**config.mk**
```make
export PLATFORM = sky130hd
export DESIGN_NAME = vending_fsm_multi_flat
export DESIGN_NICKNAME = d
export VERILOG_FILES = /design/src/rtl/vending_fsm_multi_if.sv /design/src/rtl/vending_fsm_multi.sv /design/src/flat_wrapper.sv
export SDC_FILE = /design/constraint.sdc
export NUM_CORES = 1
export LEC_CHECK = 0
export ABC_AREA = 1
export ABC_CLOCK_PERIOD_IN_PS = 3000
export CAP_MARGIN = 10
export CORE_MARGIN = 10
export CORE_UTILIZATION = 52
export CTS_CLUSTER_SIZE = 10
export DETAILED_ROUTE_END_ITERATION = 12
export PLACE_DENSITY_LB_ADDON = 0.12
export SLEW_MARGIN = 20
export SYNTH_ARGS = -nofsm -noshare
export SYNTH_HDL_FRONTEND = slang
export SYNTH_SLANG_ARGS = --single-unit
```
**constraint.sdc**
```tcl
create_clock -name clk -period 3 [get_ports clk]
set_clock_uncertainty 0.1 [all_clocks]
set_input_delay 0.6 -clock clk [delete_from_list [all_inputs] [get_ports clk]]
set_output_delay 0.6 -clock clk [all_outputs]
set_load 0.005 [all_outputs]
```
**src/rtl/vending_fsm_multi_if.sv**
```systemverilog
// rtl/vending_fsm_multi_if.sv - front-end/dispenser signal bundle for the multi-channel vending controller
interface vending_fsm_multi_if #(
  parameter int NUM_DRINKS = 4,
  parameter int CREDIT_W   = 8
);
  localparam int IDX_W = (NUM_DRINKS > 1) ? $clog2(NUM_DRINKS) : 1;

  // coin acceptor / selection panel side
  logic                  coin_valid;
  logic [CREDIT_W-1:0]   coin;
  logic                  sel_valid;
  logic [IDX_W-1:0]      sel_idx;
  logic                  cancel;

  // display / dispenser / change hopper side
  logic [CREDIT_W-1:0]   credit;
  logic [NUM_DRINKS-1:0] affordable;
  logic                  busy;
  logic                  coin_reject;
  logic                  sel_err;
  logic                  drink_valid;
  logic [IDX_W-1:0]      drink_idx;
  logic                  change_valid;
  logic [CREDIT_W-1:0]   change_amount;

  // front end that presents coins and selections and watches the results
  modport master (
    output coin_valid, coin, sel_valid, sel_idx, cancel,
    input  credit, affordable, busy, coin_reject, sel_err,
    input  drink_valid, drink_idx, change_valid, change_amount
  );

  // the vending controller itself
  modport slave (
    input  coin_valid, coin, sel_valid, sel_idx, cancel,
    output credit, affordable, busy, coin_reject, sel_err,
    output drink_valid, drink_idx, change_valid, change_amount
  );
endinterface

```
**src/rtl/vending_fsm_multi.sv**
```systemverilog
// rtl/vending_fsm_multi.sv - multi-channel vending controller; optional inactivity refund under VEND_TIMEOUT_EN
module vending_fsm_multi #(
  parameter int                               NUM_DRINKS  = 4,
  parameter int                               CREDIT_W    = 8,
  parameter logic [NUM_DRINKS*CREDIT_W-1:0]   PRICES      = {8'd25, 8'd20, 8'd15, 8'd10},
  parameter int                               MAX_CREDIT  = 100,
  parameter int                               TIMEOUT_CYC = 1000
) (
  input  logic               clk,
  input  logic               reset,
  vending_fsm_multi_if.slave bus
);
  localparam int IDX_W = (NUM_DRINKS > 1) ? $clog2(NUM_DRINKS) : 1;
  localparam logic [CREDIT_W:0] MAX_C = (CREDIT_W+1)'(MAX_CREDIT);

  typedef enum logic [1:0] {
    S_IDLE   = 2'd0,
    S_CREDIT = 2'd1,
    S_VEND   = 2'd2,
    S_CHANGE = 2'd3
  } state_t;

  state_t state;

  logic [CREDIT_W:0]   coin_sum;
  logic                coin_ok;
  logic [CREDIT_W-1:0] sel_price;
  logic                sel_in_range;
  logic                sel_ok;
  logic [CREDIT_W-1:0] credit_after_sel;

`ifdef VEND_TIMEOUT_EN
  localparam int TMO_W = (TIMEOUT_CYC > 0) ? $clog2(TIMEOUT_CYC + 1) : 1;
  localparam logic [TMO_W-1:0] TMO_MAX = TMO_W'(TIMEOUT_CYC);
  logic [TMO_W-1:0] tmo_cnt;
`endif

  // Bit i set when the given credit covers channel i's price.
  function automatic logic [NUM_DRINKS-1:0] afford_mask(input logic [CREDIT_W-1:0] c);
    logic [NUM_DRINKS-1:0] m;
    m = '0;
    for (int i = 0; i < NUM_DRINKS; i++) begin
      m[i] = (c >= PRICES[i*CREDIT_W +: CREDIT_W]);
    end
    return m;
  endfunction

  // Coin acceptance and price lookup; the sum is one bit wider so an overflow cannot wrap past the ceiling.
  always_comb begin
    coin_sum     = {1'b0, bus.credit} + {1'b0, bus.coin};
    coin_ok      = bus.coin_valid && (coin_sum <= MAX_C);
    sel_price    = '0;
    sel_in_range = 1'b0;
    for (int i = 0; i < NUM_DRINKS; i++) begin
      if (bus.sel_idx == IDX_W'(i)) begin
        sel_price    = PRICES[i*CREDIT_W +: CREDIT_W];
        sel_in_range = 1'b1;
      end
    end
    sel_ok           = sel_in_range && (sel_price <= bus.credit);
    credit_after_sel = bus.credit - sel_price;
  end

  // Main FSM; every output is a register updated alongside the state.
  always_ff @(posedge clk or negedge reset) begin
    if (!reset) begin
      state             <= S_IDLE;
      bus.credit        <= '0;
      bus.affordable    <= '0;
      bus.busy          <= 1'b0;
      bus.coin_reject   <= 1'b0;
      bus.sel_err       <= 1'b0;
      bus.drink_valid   <= 1'b0;
      bus.drink_idx     <= '0;
      bus.change_valid  <= 1'b0;
      bus.change_amount <= '0;
`ifdef VEND_TIMEOUT_EN
      tmo_cnt           <= '0;
`endif
    end else begin
      bus.coin_reject  <= 1'b0;
      bus.sel_err      <= 1'b0;
      bus.drink_valid  <= 1'b0;
      bus.change_valid <= 1'b0;

      case (state)
        S_IDLE, S_CREDIT: begin
          // cancel with no credit is meaningless, so it does not shadow the lower-priority inputs
          if (bus.cancel && state == S_CREDIT) begin
            state    <= S_CHANGE;
            bus.busy <= 1'b1;
            if (bus.coin_valid) bus.coin_reject <= 1'b1;
          end else if (bus.sel_valid) begin
            if (bus.coin_valid) bus.coin_reject <= 1'b1;
            if (sel_ok) begin
              state           <= S_VEND;
              bus.busy        <= 1'b1;
              bus.drink_valid <= 1'b1;
              bus.drink_idx   <= bus.sel_idx;
              bus.credit      <= credit_after_sel;
              bus.affordable  <= afford_mask(credit_after_sel);
            end else begin
              bus.sel_err <= 1'b1;
            end
          end else if (bus.coin_valid) begin
            if (coin_ok) begin
              bus.credit     <= coin_sum[CREDIT_W-1:0];
              bus.affordable <= afford_mask(coin_sum[CREDIT_W-1:0]);
              state          <= (coin_sum == '0) ? S_IDLE : S_CREDIT;
            end else begin
              bus.coin_reject <= 1'b1;
            end
          end
`ifdef VEND_TIMEOUT_EN
          // inactivity refund takes the same route as a cancel
          if (state == S_CREDIT && tmo_cnt == TMO_MAX &&
              !bus.cancel && !bus.sel_valid && !coin_ok) begin
            state    <= S_CHANGE;
            bus.busy <= 1'b1;
          end
`endif
        end

        S_VEND: begin
          // change goes out on entry to CHANGE so a vend finishes in three cycles
          state    <= S_CHANGE;
          bus.busy <= 1'b1;
          if (bus.credit != '0) begin
            bus.change_valid  <= 1'b1;
            bus.change_amount <= bus.credit;
          end
          if (bus.coin_valid) bus.coin_reject <= 1'b1;
          if (bus.sel_valid)  bus.sel_err     <= 1'b1;
        end

        S_CHANGE: begin
          // a cancel arrives here without a pulse issued yet, so CHANGE lasts one extra cycle for it
          if (bus.change_valid || bus.credit == '0) begin
            state          <= S_IDLE;
            bus.busy       <= 1'b0;
            bus.credit     <= '0;
            bus.affordable <= afford_mask('0);
          end else begin
            bus.change_valid  <= 1'b1;
            bus.change_amount <= bus.credit;
          end
          if (bus.coin_valid) bus.coin_reject <= 1'b1;
          if (bus.sel_valid)  bus.sel_err     <= 1'b1;
        end

        default: begin
          state    <= S_IDLE;
          bus.busy <= 1'b0;
        end
      endcase

`ifdef VEND_TIMEOUT_EN
      // inactivity counter: only runs while holding credit, saturates at the limit
      if (state != S_CREDIT || bus.cancel || bus.sel_valid || coin_ok) begin
        tmo_cnt <= '0;
      end else if (tmo_cnt != TMO_MAX) begin
        tmo_cnt <= tmo_cnt + 1'b1;
      end
`endif
    end
  end
endmodule

```
**src/flat_wrapper.sv**
```systemverilog
// flat-port wrapper written by rule: the top's interface ports become plain ports
module vending_fsm_multi_flat 
#(
  parameter int                               NUM_DRINKS  = 4,
  parameter int                               CREDIT_W    = 8,
  parameter logic [NUM_DRINKS*CREDIT_W-1:0]   PRICES      = {8'd25, 8'd20, 8'd15, 8'd10},
  parameter int                               MAX_CREDIT  = 100,
  parameter int                               TIMEOUT_CYC = 1000
)
  (clk, reset, bus_coin_valid, bus_coin, bus_sel_valid, bus_sel_idx, bus_cancel, bus_credit, bus_affordable, bus_busy, bus_coin_reject, bus_sel_err, bus_drink_valid, bus_drink_idx, bus_change_valid, bus_change_amount);
  vending_fsm_multi_if #(.NUM_DRINKS(NUM_DRINKS), .CREDIT_W(CREDIT_W)) bus_i ();
  input  logic clk;
  input  logic reset;
  input wire logic [$bits(bus_i.coin_valid)-1:0] bus_coin_valid;
  input wire logic [$bits(bus_i.coin)-1:0] bus_coin;
  input wire logic [$bits(bus_i.sel_valid)-1:0] bus_sel_valid;
  input wire logic [$bits(bus_i.sel_idx)-1:0] bus_sel_idx;
  input wire logic [$bits(bus_i.cancel)-1:0] bus_cancel;
  output wire logic [$bits(bus_i.credit)-1:0] bus_credit;
  output wire logic [$bits(bus_i.affordable)-1:0] bus_affordable;
  output wire logic [$bits(bus_i.busy)-1:0] bus_busy;
  output wire logic [$bits(bus_i.coin_reject)-1:0] bus_coin_reject;
  output wire logic [$bits(bus_i.sel_err)-1:0] bus_sel_err;
  output wire logic [$bits(bus_i.drink_valid)-1:0] bus_drink_valid;
  output wire logic [$bits(bus_i.drink_idx)-1:0] bus_drink_idx;
  output wire logic [$bits(bus_i.change_valid)-1:0] bus_change_valid;
  output wire logic [$bits(bus_i.change_amount)-1:0] bus_change_amount;
  assign bus_i.coin_valid = bus_coin_valid;
  assign bus_i.coin = bus_coin;
  assign bus_i.sel_valid = bus_sel_valid;
  assign bus_i.sel_idx = bus_sel_idx;
  assign bus_i.cancel = bus_cancel;
  assign bus_credit = bus_i.credit;
  assign bus_affordable = bus_i.affordable;
  assign bus_busy = bus_i.busy;
  assign bus_coin_reject = bus_i.coin_reject;
  assign bus_sel_err = bus_i.sel_err;
  assign bus_drink_valid = bus_i.drink_valid;
  assign bus_drink_idx = bus_i.drink_idx;
  assign bus_change_valid = bus_i.change_valid;
  assign bus_change_amount = bus_i.change_amount;
  vending_fsm_multi #(.NUM_DRINKS(NUM_DRINKS), .CREDIT_W(CREDIT_W), .PRICES(PRICES), .MAX_CREDIT(MAX_CREDIT), .TIMEOUT_CYC(TIMEOUT_CYC)) u_core (.clk(clk), .reset(reset), .bus(bus_i));
endmodule
```
==> run summary, run 1 <==
Status -> complete, no violations
Crit-path max FO -> 6
Net Count, Synth -> 391
Critical Path AT -> 2.84 ns
# hold bufs at CTS -> 0
Htree depth -> 2
Routed WL -> 7.181 mm
# diodes -> 0
Vias/cell -> 5.459
Syn Area/Cell -> 6.953 um^2
Post-route minimum period -> 2.758 ns
Slew Limit Fails -> 0
Most frequent cells in the layout -> nand2_1 (93), inv_1 (46), clkdlybuf4s50_1 (39)
Critical Path Slowest Stage Cell -> clkdlybuf4s50_1
Leading area contributor after synthesis -> dfrtp_1
Min-Delay Path Class -> reg -> reg
Critical path class -> in -> reg
Endpoints failing hold -> 0
WL/cell -> 14.78 um
TritonCTS Buffers -> 5
Commonest non-fill, non-tap cell in the layout -> nand2_1
Critical Path RT -> 3.08 ns
GR Util All Layers -> 19.00%
Setup violators final -> 0
Yosys top cell area share -> 29.23%
Layout cells sized above 1 -> 25.46%
Largest net degree at the start of global routing -> 30
Final RePlAce weighted congestion -> 1.043
Clock insertion delay at the later pin of the skew report -> 0.30 ns
Die area -> 0.007937 mm^2
Dpl cell area -> 0.003138 mm^2
IO Count -> 42
Power density cells -> 1273 mW/mm^2
Filler cells -> 390
Max Fclk -> 362.6 MHz
Via count -> 2653
Largest stage delay on the critical path -> 0.46 ns
Vias in the first global route -> 2603
Clock net sink count -> 29
Hold slack -> 0.3745 ns
Maximum vdd drop -> 0.6510 mV
Initial antenna violation count -> 0
Yosys warns -> 0
First-pass GRT wire length -> 11.89 mm
Worst Max-Slew Pin Slew -> 0.3897 ns
Iter 0 DRT Violations -> 139
Detailed Place HPWL -> 5.486 mm
I/O Buffers -> 41
Antenna Nets Post-Route -> 0
Period utilisation layout -> 91.92%
RSZ-0062 raised after global routing -> no
CTS tree -> yes
Pleak -> 0.001721 uW
Die W -> 89.09 um
CP Capture Type -> register
Clock Path Buffers -> 2
Cell mode on critical path -> nand2_1
CP cell instances -> clkdlybuf4s50_1 > ha_1 > inv_1 > fa_1 > inv_1 > nand2_1 > nand2_1 > nand3_1 > nand2_1 > nand3_1 > nand3_2 > nand3_2 > nand2_4 > nand2_4 > nand2_2 > o21ai_2
Synthesis-stage register bit count -> 29
Sequential-to-total area share from yosys stat -> 29.23%
Synth cell types -> 38
Syn Inst Count -> 357
P&R area growth vs syn -> 37.80%
Max capacitance violation total -> 0
Crit path launch type -> input pin
Post-Layout Inst Area -> 0.003421 mm^2
Area contributors post-synth -> dfrtp_1 (29%), nand2_1 (16%), ha_1 (8.6%)
DRC Markers -> 0
Layout Nets -> 465
FP Rows -> 25
Initial Util -> 53.26%
Clock transition at path regs -> 0.06 ns
Total gr overflow -> 0
Clock Root Buffer -> clkbuf_8
Total power -> 4355 uW
First-pass DRT Iterations -> 4
Synth Cell Area -> 0.002482 mm^2
Slew headroom -> 74.02%
Die height -> 89.09 um
Core ar. -> 0.004661 mm^2
layout make-up:
class                      count  area [um^2]  area share [%]
clock inverter                 1        30.03          0.8778
clock buffer                   7        86.33           2.524
tap                           54        67.56           1.975
inverter                      49        186.4           5.450
multi-input combinational    274         1680           49.12
sequential                    29        725.7           21.21
timing repair buffer          72        644.4           18.84
cell usage after synthesis (all sizes together):
library cell,number
a21boi,2
a21oi,9
and2,1
and3,1
buf,5
clkbuf,2
clkinv,1
dfrtp,29
fa,2
ha,17
inv,48
nand2,120
nand3,38
nand4,5
nor2,33
nor3,5
o211ai,5
o21a,1
o21ai,24
or2,5
or3b,1
xnor2,2
xor2,1
per-layer routing:
metal | track usage, % | part of all wire (%)
met2 | 33.80 | 49
met5 | 0 | 0
met3 | 4.102 | 6.6
met1 | 21.29 | 41
met4 | 8.092 | 3.6
flip-flops by register name, summed over array words and instances (netlist names):
register / count
u_core.bus.change_amount: 8
u_core.bus.credit: 8
u_core.bus.affordable: 4
u_core.bus.drink_idx: 2
u_core.state: 2
u_core.bus.busy: 1
u_core.bus.change_valid: 1
u_core.bus.coin_reject: 1
u_core.bus.drink_valid: 1
u_core.bus.sel_err: 1
per-stage QoR:
stage | setup slack (ns) | instances | setup TNS (ns) | util, %
6_report | 0.2423 | 486 | 0 | 73.40
5_1_grt | 0.03045 | 486 | 0 | 73.40
4_1_cts | 0.01742 | 483 | 0 | 70.17
3_5_place_dp | -0.4401 | 475 | -6.347 | 67.33
3_3_place_gp | -0.3726 | 475 | -5.248 | 67.33
2_1_floorplan | 0.3518 | 357 | 0 | -
critical path, delay by kind of cell:
| kind | cells | cell delay [ns] |
|---|---|---|
| compound gates | 1 | 0.05 |
| buf+inv | 3 | 0.58 |
| fa+ha+maj | 2 | 0.54 |
| simple gates | 10 | 1.05 |
timing repair:
| action | 4_1_cts | 5_1_grt |
|---|---|---|
| cloned | 0 | 2 |
| buffers inserted | 0 | 1 |
| pin swaps | 0 | 6 |
| resized for setup | 6 | 33 |
| setup endpoints to repair | 14 | 15 |
worst paths after layout:
check | startpoint | endpoint | slack (ns) | depth (start not counted)
setup / recovery | bus_coin[0] | u_core.bus.credit[4] | 0.24 | 16
hold / removal | u_core.bus.change_amount[4] | u_core.bus.change_amount[4] | 0.37 | 2
setup reg to reg | u_core.bus.credit[1] | u_core.bus.credit[4] | 0.42 | 14
hold reg to reg | u_core.bus.change_amount[4] | u_core.bus.change_amount[4] | 0.37 | 2
max in group asynchronous | reset | u_core.state[0] | 1.92 | 2
min in group asynchronous | reset | u_core.bus.credit[1] | 0.59 | 2
where the power goes:
group          total (uW)  internal (uW)  switching [uW]
Combinational        3140           1360            1780
Sequential            778            584             194
Clock                 436            271             166
Total                4360           2220            2140
logic make-up after synthesis:
kind of cell               share of synthesized area [%]
and+or+nand+nor                                    39.01
xor gates and xnor gates                           1.059
buffers and inverters                              9.325
DFF                                                29.23
adders and majority gates                          10.18
AOI/OAI and AO/OA                                  11.19
Note: power is estimated with default switching activity, not from simulation.
==> run 2, diff against run 1 <==
--- a/config.mk
+++ b/config.mk
@@ -8,11 +8,12 @@
 export ABC_AREA = 1
 export ABC_CLOCK_PERIOD_IN_PS = 3000
 export CAP_MARGIN = 10
-export CORE_MARGIN = 10
 export CORE_UTILIZATION = 52
+export CTS_CLUSTER_DIAMETER = 200
 export CTS_CLUSTER_SIZE = 10
 export DETAILED_ROUTE_END_ITERATION = 12
 export PLACE_DENSITY_LB_ADDON = 0.12
+export RECOVER_POWER = 50
 export SLEW_MARGIN = 20
 export SYNTH_ARGS = -nofsm -noshare
 export SYNTH_HDL_FRONTEND = slang
==> run summary, run 2 (synthesis gave the netlist of run 1 again) <==
Status -> finished with violations
Violated checks -> DRC, capacitance limit, slew limit
Slew headroom -> -8.539% (-83 points)
# diodes -> 0 (unchanged)
Htree depth -> 2 (unchanged)
First-pass DRT Iterations -> 10 (+6)
Hold slack -> 0.3809 ns (+0.006428 ns)
Filler cells -> 344 (-12%)
Maximum vdd drop -> 0.6937 mV (+6.6%)
WL/cell -> 14.36 um (-2.8%)
Initial antenna violation count -> 0 (unchanged)
Sw Ratio -> 49.24% (+0.11 points)
Worst Max-Slew Pin Slew -> 1.628 ns (+1.238 ns)
First-pass GRT wire length -> 10.80 mm (-9.2%)
Setup bufs post-CTS -> 0 (unchanged)
Setup violators final -> 0 (unchanged)
TritonCTS Buffers -> 5 (unchanged)
Critical Path RT -> 3.07 ns (about the same)
Layout Nets -> 466 (+0.22%)
Die area -> 0.005054 mm^2 (-36%)
FF-to-FF Start -> u_core.bus.credit[1]
Clock net sink count -> 29 (unchanged)
Max capacitance violation total -> 1 (+1)
Total power -> 4359 uW (about the same)
DRC Markers -> 3 (+3)
FP Rows -> 24 (-4.0%)
Total gr overflow -> 0 (unchanged)
Crit path launch type -> input pin
Iter 0 DRT Violations -> 161 (+16%)
Period utilisation layout -> 95.96% (+4.0 points)
Clock insertion delay at the later pin of the skew report -> 0.29 ns (about the same)
Slew Limit Fails -> 30 (+30)
Die W -> 71.09 um (-20%)
Pleak -> 0.001723 uW (about the same)
IO Count -> 42 (unchanged)
CTS tree -> yes
Die height -> 71.09 um (-20%)
Clock Power Share -> 9.7% (-0.3 points)
R2r endpoint -> u_core.bus.credit[7]
Post-route minimum period -> 2.879 ns (+0.1212 ns)
FF+latch area -> 725.7 um^2 (unchanged)
Final design utilization -> 76.62% (+3.2 points)
Vias/cell -> 5.423 (-0.66%)
Clock transition at path regs -> 0.06 ns (about the same)
Internal power -> 2213 uW (-0.14%)
Clock Path Buffers -> 2 (unchanged)
Crit path from -> bus_sel_idx[1]
Reg2Reg Setup Slack -> 0.40 ns (-0.02 ns)
Dpl cell area -> 0.003143 mm^2 (+0.16%)
Clock Root Buffer -> clkbuf_8
Post-Layout Inst Area -> 0.003428 mm^2 (+0.22%)
GR Util All Layers -> 27.37% (+8.4 points)
Largest net degree at the start of global routing -> 30 (unchanged)
P&R area growth vs syn -> 38.10%
Most frequent cells in the layout -> nand2_1 (96), inv_1 (45), nand3_1 (33)
Layout cells sized above 1 -> 24.71% (-0.75 points)
Antenna Nets Post-Route -> 0 (unchanged)
Critical Path AT -> 2.95 ns (+0.11 ns)
# hold bufs at CTS -> 0 (unchanged)
Largest stage delay on the critical path -> 0.50 ns (+0.04 ns)
Core ar. -> 0.004474 mm^2 (-4.0%)
CP Capture Type -> register
CP cell instances -> clkdlybuf4s50_1 > buf_4 > ha_2 > nor2_2 > o21ai_2 > inv_1 > fa_2 > inv_1 > nand2_1 > nand2_1 > nand2_2 > and3_4 > nand2_1 > nand2_2 > inv_8 > nand2_8 > nand2_1 > o21ai_2
Delay-heaviest family, CP -> buffers and inverters
Detailed Place HPWL -> 4.969 mm (-9.4%)
Vias in the first global route -> 2387 (-8.3%)
Critical path class -> in -> reg
Critical Path End -> u_core.bus.credit[7]
Routed WL -> 6.966 mm (-3.0%)
Min-Delay Path Class -> reg -> reg
Cell depth of the worst setup path -> 18 (+2)
Area occupied by multi-input gates -> 0.001692 mm^2 (+0.67%)
I/O Buffers -> 41 (unchanged)
Largest regs -> u_core.bus.change_amount: 8 flops, u_core.bus.credit: 8 flops, u_core.bus.affordable: 4 flops
Crit-path max FO -> 6 (unchanged)
Commonest non-fill, non-tap cell in the layout -> nand2_1
Combinational power share -> 72.1% (about the same)
Max Fclk -> 347.4 MHz (-4.2%)
Reg power frac -> 18.2% (+0.3 points)
Power density cells -> 1271 mW/mm^2 (-0.14%)
Initial Util -> 55.48% (+2.2 points)
Final RePlAce weighted congestion -> 1.018 (-2.4%)
Critical path buffer and inverter count -> 5 (+2)
Via count -> 2630 (-0.87%)
Cell mode on critical path -> nand2_1
Reg2Reg Depth -> 14 (unchanged)
Endpoints failing hold -> 0 (unchanged)
Critical Path Slowest Stage Cell -> clkdlybuf4s50_1
Psw -> 2146 uW (+0.30%)
[run 2: through the flow]
step | TNS, ns | std cells | setup WS, ns
after floorplan | 0 | 357 | 0.3518
after global placement | -5.254 | 474 | -0.3700
after detailed placement | -7.079 | 474 | -0.4719
after CTS | 0 | 482 | 0.01778
after global routing | -0.1690 | 485 | -0.04032
final | 0 | 485 | 0.1211
[run 2: cell type report]
class,instances,share of cell area [%]
inverters,49,5.584
clock buffers,7,2.518
repair buffers,72,18.61
well taps,52,1.898
flip-flops and latches,29,21.17
multi-input cells,275,49.34
clock inverters,1,0.8759
[run 2: how the worst min path moves through the flow]
stage / from / endpoint / cells after the start
2_1_floorplan: reset / u_core.bus.affordable[0] / 0
3_3_place_gp: u_core.bus.change_amount[4] / u_core.bus.change_amount[4] / 2
3_5_place_dp: u_core.bus.change_amount[4] / u_core.bus.change_amount[4] / 2
4_1_cts: u_core.bus.change_amount[4] / u_core.bus.change_amount[4] / 2
5_1_grt: u_core.bus.change_amount[4] / u_core.bus.change_amount[4] / 2
6_report: u_core.bus.change_amount[4] / u_core.bus.change_amount[4] / 2
[run 2: tightest hold or removal path, cell delays in order, from the launching register on]
cell	delay, ns
dfrtp_1	0.34
nand2_1	0.06
nand2_1	0.05
[run 2: power by group through the flow]
stage | Clock, uW | Combinational [uW] | Sequential, uW
after floorplan | 0 | 1830 | 747
after global placement | 0 | 2730 | 776
after detailed placement | 0 | 2790 | 782
after CTS | 422 | 2830 | 778
after global routing | 439 | 3480 | 808
final | 423 | 3140 | 791
[run 2: layer usage]
layer  vias to the layer above  share of wire, %  global-route usage (%)
met5                         -                 0                       0
met2                        97                51                   48.29
met3                        23               4.4                   4.558
li1                       1297                 -                       -
met4                         0               3.0                   10.00
met1                      1213                42                   33.60
[run 2: repair_timing]
item | 4_1_cts | 5_1_grt
pin swaps | 0 | 6
gates cloned | 0 | 3
setup endpoints to repair | 14 | 17
gates resized for setup | 3 | 33
==> run 3, diff against run 2 <==
--- a/config.mk
+++ b/config.mk
@@ -6,7 +6,7 @@
 export NUM_CORES = 1
 export LEC_CHECK = 0
 export ABC_AREA = 1
-export ABC_CLOCK_PERIOD_IN_PS = 3000
+export ABC_CLOCK_PERIOD_IN_PS = 2700
 export CAP_MARGIN = 10
 export CORE_UTILIZATION = 52
 export CTS_CLUSTER_DIAMETER = 200
==> constraint.sdc (replaced) <==
create_clock -name clk -period 2.7 [get_ports clk]
set_clock_uncertainty 0.1 [all_clocks]
set_input_delay 0.54 -clock clk [delete_from_list [all_inputs] [get_ports clk]]
set_output_delay 0.54 -clock clk [all_outputs]
set_load 0.005 [all_outputs]
==> run summary, run 3 (synthesis gave the netlist of run 1 again) <==
# diodes -> 0 (unchanged)
GR Util met3 -> 4.701% (+0.14 points)
Crit-path max FO -> 4 (-2)
Worst hold stages -> 2 (unchanged)
Top Usage Layer GRT -> met2
Critical path class -> in -> reg
FF-to-FF Start -> u_core.bus.credit[0]
Hold Crit Start -> u_core.bus.change_amount[2]
First-pass GRT wire length -> 11.75 mm (+8.8%)
Final design utilization -> 81.96% (+5.3 points)
Post-route minimum period -> 2.610 ns
Commonest non-fill, non-tap cell in the layout -> nand2_1
CP Capture Type -> register
Clock Power Share -> 9.0% (-0.7 points)
TritonCTS Buffers -> 5 (unchanged)
Iter 0 DRT Violations -> 219 (+36%)
Final RePlAce weighted congestion -> 0.9986 (-1.9%)
Reg power frac -> 16.1% (-2.1 points)
Layout Nets -> 477 (+2.4%)
FF+latch area -> 725.7 um^2 (unchanged)
Die W -> 71.09 um (unchanged)
Min-Delay Path Class -> reg -> reg
Critical Path RT -> 2.79 ns (-0.28 ns)
Clock net sink count -> 29 (unchanged)
Reg2Reg Setup Slack -> 0.25 ns (-0.15 ns)
Critical Path AT -> 2.70 ns (-0.25 ns)
Largest net degree at the start of global routing -> 30 (unchanged)
Total gr overflow -> 0 (unchanged)
FP Rows -> 24 (unchanged)
Endpoints failing hold -> 0 (unchanged)
Antenna Nets Post-Route -> 0 (unchanged)
Max Fclk -> 383.2 MHz
Via count -> 2719 (+3.4%)
Status -> finished with violations
Sw Ratio -> 48.93% (-0.30 points)
Initial antenna violation count -> 0 (unchanged)
Initial Util -> 55.48% (unchanged)
R2r endpoint -> u_core.state[0]
Clock Path Buffers -> 2 (unchanged)
Layout cells sized above 1 -> 32.21% (+7.5 points)
Power density cells -> 1421 mW/mm^2 (+12%)
Vias in the first global route -> 2610 (+9.3%)
Routed WL -> 7.439 mm (+6.8%)
Die area -> 0.005054 mm^2 (unchanged)
DRC Markers -> 4 (+1)
Dpl cell area -> 0.003218 mm^2 (+2.4%)
Most frequent cells in the layout -> nand2_1 (91), inv_1 (41), buf_4 (39)
CTS tree -> yes
First-pass DRT Iterations -> 9 (-1)
Global Route met1 Usage -> 35.68% (+2.1 points)
Core ar. -> 0.004474 mm^2 (unchanged)
Combinational power share -> 74.9% (+2.8 points)
WHS Endpoint -> u_core.bus.change_amount[2]
Psw -> 2551 uW (+19%)
Area occupied by multi-input gates -> 0.001844 mm^2 (+9.0%)
Maximum vdd drop -> 0.7501 mV (+8.1%)
Htree depth -> 2 (unchanged)
Internal power -> 2662 uW (+20%)
Total power -> 5213 uW (+20%)
I/O Buffers -> 41 (unchanged)
Period utilisation layout -> 96.65%
IO Count -> 42 (unchanged)
Filler cells -> 269 (-22%)
Worst Max-Slew Pin Slew -> 1.584 ns (-0.04399 ns)
Slew Limit Fails -> 30 (unchanged)
GR Util All Layers -> 30.12% (+2.7 points)
Post-Layout Inst Area -> 0.003667 mm^2 (+7.0%)
Violated checks -> DRC, capacitance limit, slew limit
Slew headroom -> -5.607% (+2.9 points)
Clock Root Buffer -> clkbuf_8
Setup TNS -> 0 ns (unchanged)
Vias/cell -> 5.482 (+1.1%)
WL/cell -> 15.00 um (+4.4%)
Hold slack -> 0.3611 ns (-0.01979 ns)
Largest regs -> u_core.bus.change_amount: 8 flops, u_core.bus.credit: 8 flops, u_core.bus.affordable: 4 flops
Pleak -> 0.001796 uW (+4.3%)
Crit path launch type -> input pin
Clock insertion delay at the later pin of the skew report -> 0.29 ns (about the same)
Die height -> 71.09 um (unchanged)
Clock transition at path regs -> 0.06 ns (about the same)
P&R area growth vs syn -> 47.73%
Detailed Place HPWL -> 5.003 mm (+0.68%)
Reg2Reg Depth -> 16 (+2)
Grt met2 use -> 54.49% (+6.2 points)
Max capacitance violation total -> 1 (unchanged)
Setup violators final -> 0 (unchanged)
==> run 3: power groups by stage <==
stage / Combinational, uW / Sequential (uW) / Clock (uW)
CTS: 3550 / 830 / 472
detailed placement: 3260 / 830 / 0
finish: 3910 / 837 / 471
floorplan: 2030 / 830 / 0
global route: 4280 / 857 / 491
global placement: 3200 / 823 / 0
==> run 3: what timing repair did <==
item | in CTS | in global routing
gates cloned | 3 | 0
setup endpoints to repair | 19 | 17
buffers inserted | 0 | 1
hold buffers | 0 | 0
pin swaps | 9 | 20
gates resized for setup | 32 | 46
==> run 3: worst max-delay path: stages <==
cell      delay, ns
clkbuf_2       0.14
inv_1          0.11
ha_1           0.24
o21ai_4        0.19
inv_2          0.06
fa_2           0.38
inv_2          0.07
nand2_1        0.07
nand2_1        0.08
nand2_2        0.06
and3_4         0.16
buf_4          0.14
nor3_4         0.15
inv_1          0.12
o21ai_0        0.20
==> run 3: how the worst max path moves through the flow <==
stage,cells past startpoint,start,to
2_1_floorplan,17,bus_sel_idx[0],u_core.bus.credit[7]
3_3_place_gp,17,bus_sel_idx[0],u_core.bus.credit[7]
3_5_place_dp,17,bus_sel_idx[0],u_core.bus.affordable[2]
4_1_cts,17,bus_sel_idx[0],u_core.bus.affordable[2]
5_1_grt,17,bus_sel_idx[1],u_core.bus.affordable[1]
6_report,15,bus_sel_idx[0],u_core.bus.drink_idx[1]
==> run 3: area by class of cell <==
type,count,area share [%]
timing repair buffer,83,19.82
sequential,29,19.79
clock buffer,7,2.354
tap,52,1.774
multi-input combinational,275,50.29
clock inverter,1,0.8188
inverter,49,5.152
==> run 3: through the flow <==
stage                     setup WS [ns]  std cells
after global placement          -0.6155        484
after CTS                      0.006127        495
after global routing           -0.03545        496
final                           0.09032        496
after detailed placement        -0.6846        484
after floorplan                  0.1118        357
==> run 3: routing by layer <==
layer  vias up  share of wire [%]
met4         0                4.7
met2       124                 51
li1       1323                  -
met3        37                5.8
met1      1235                 38
met5         -                  0
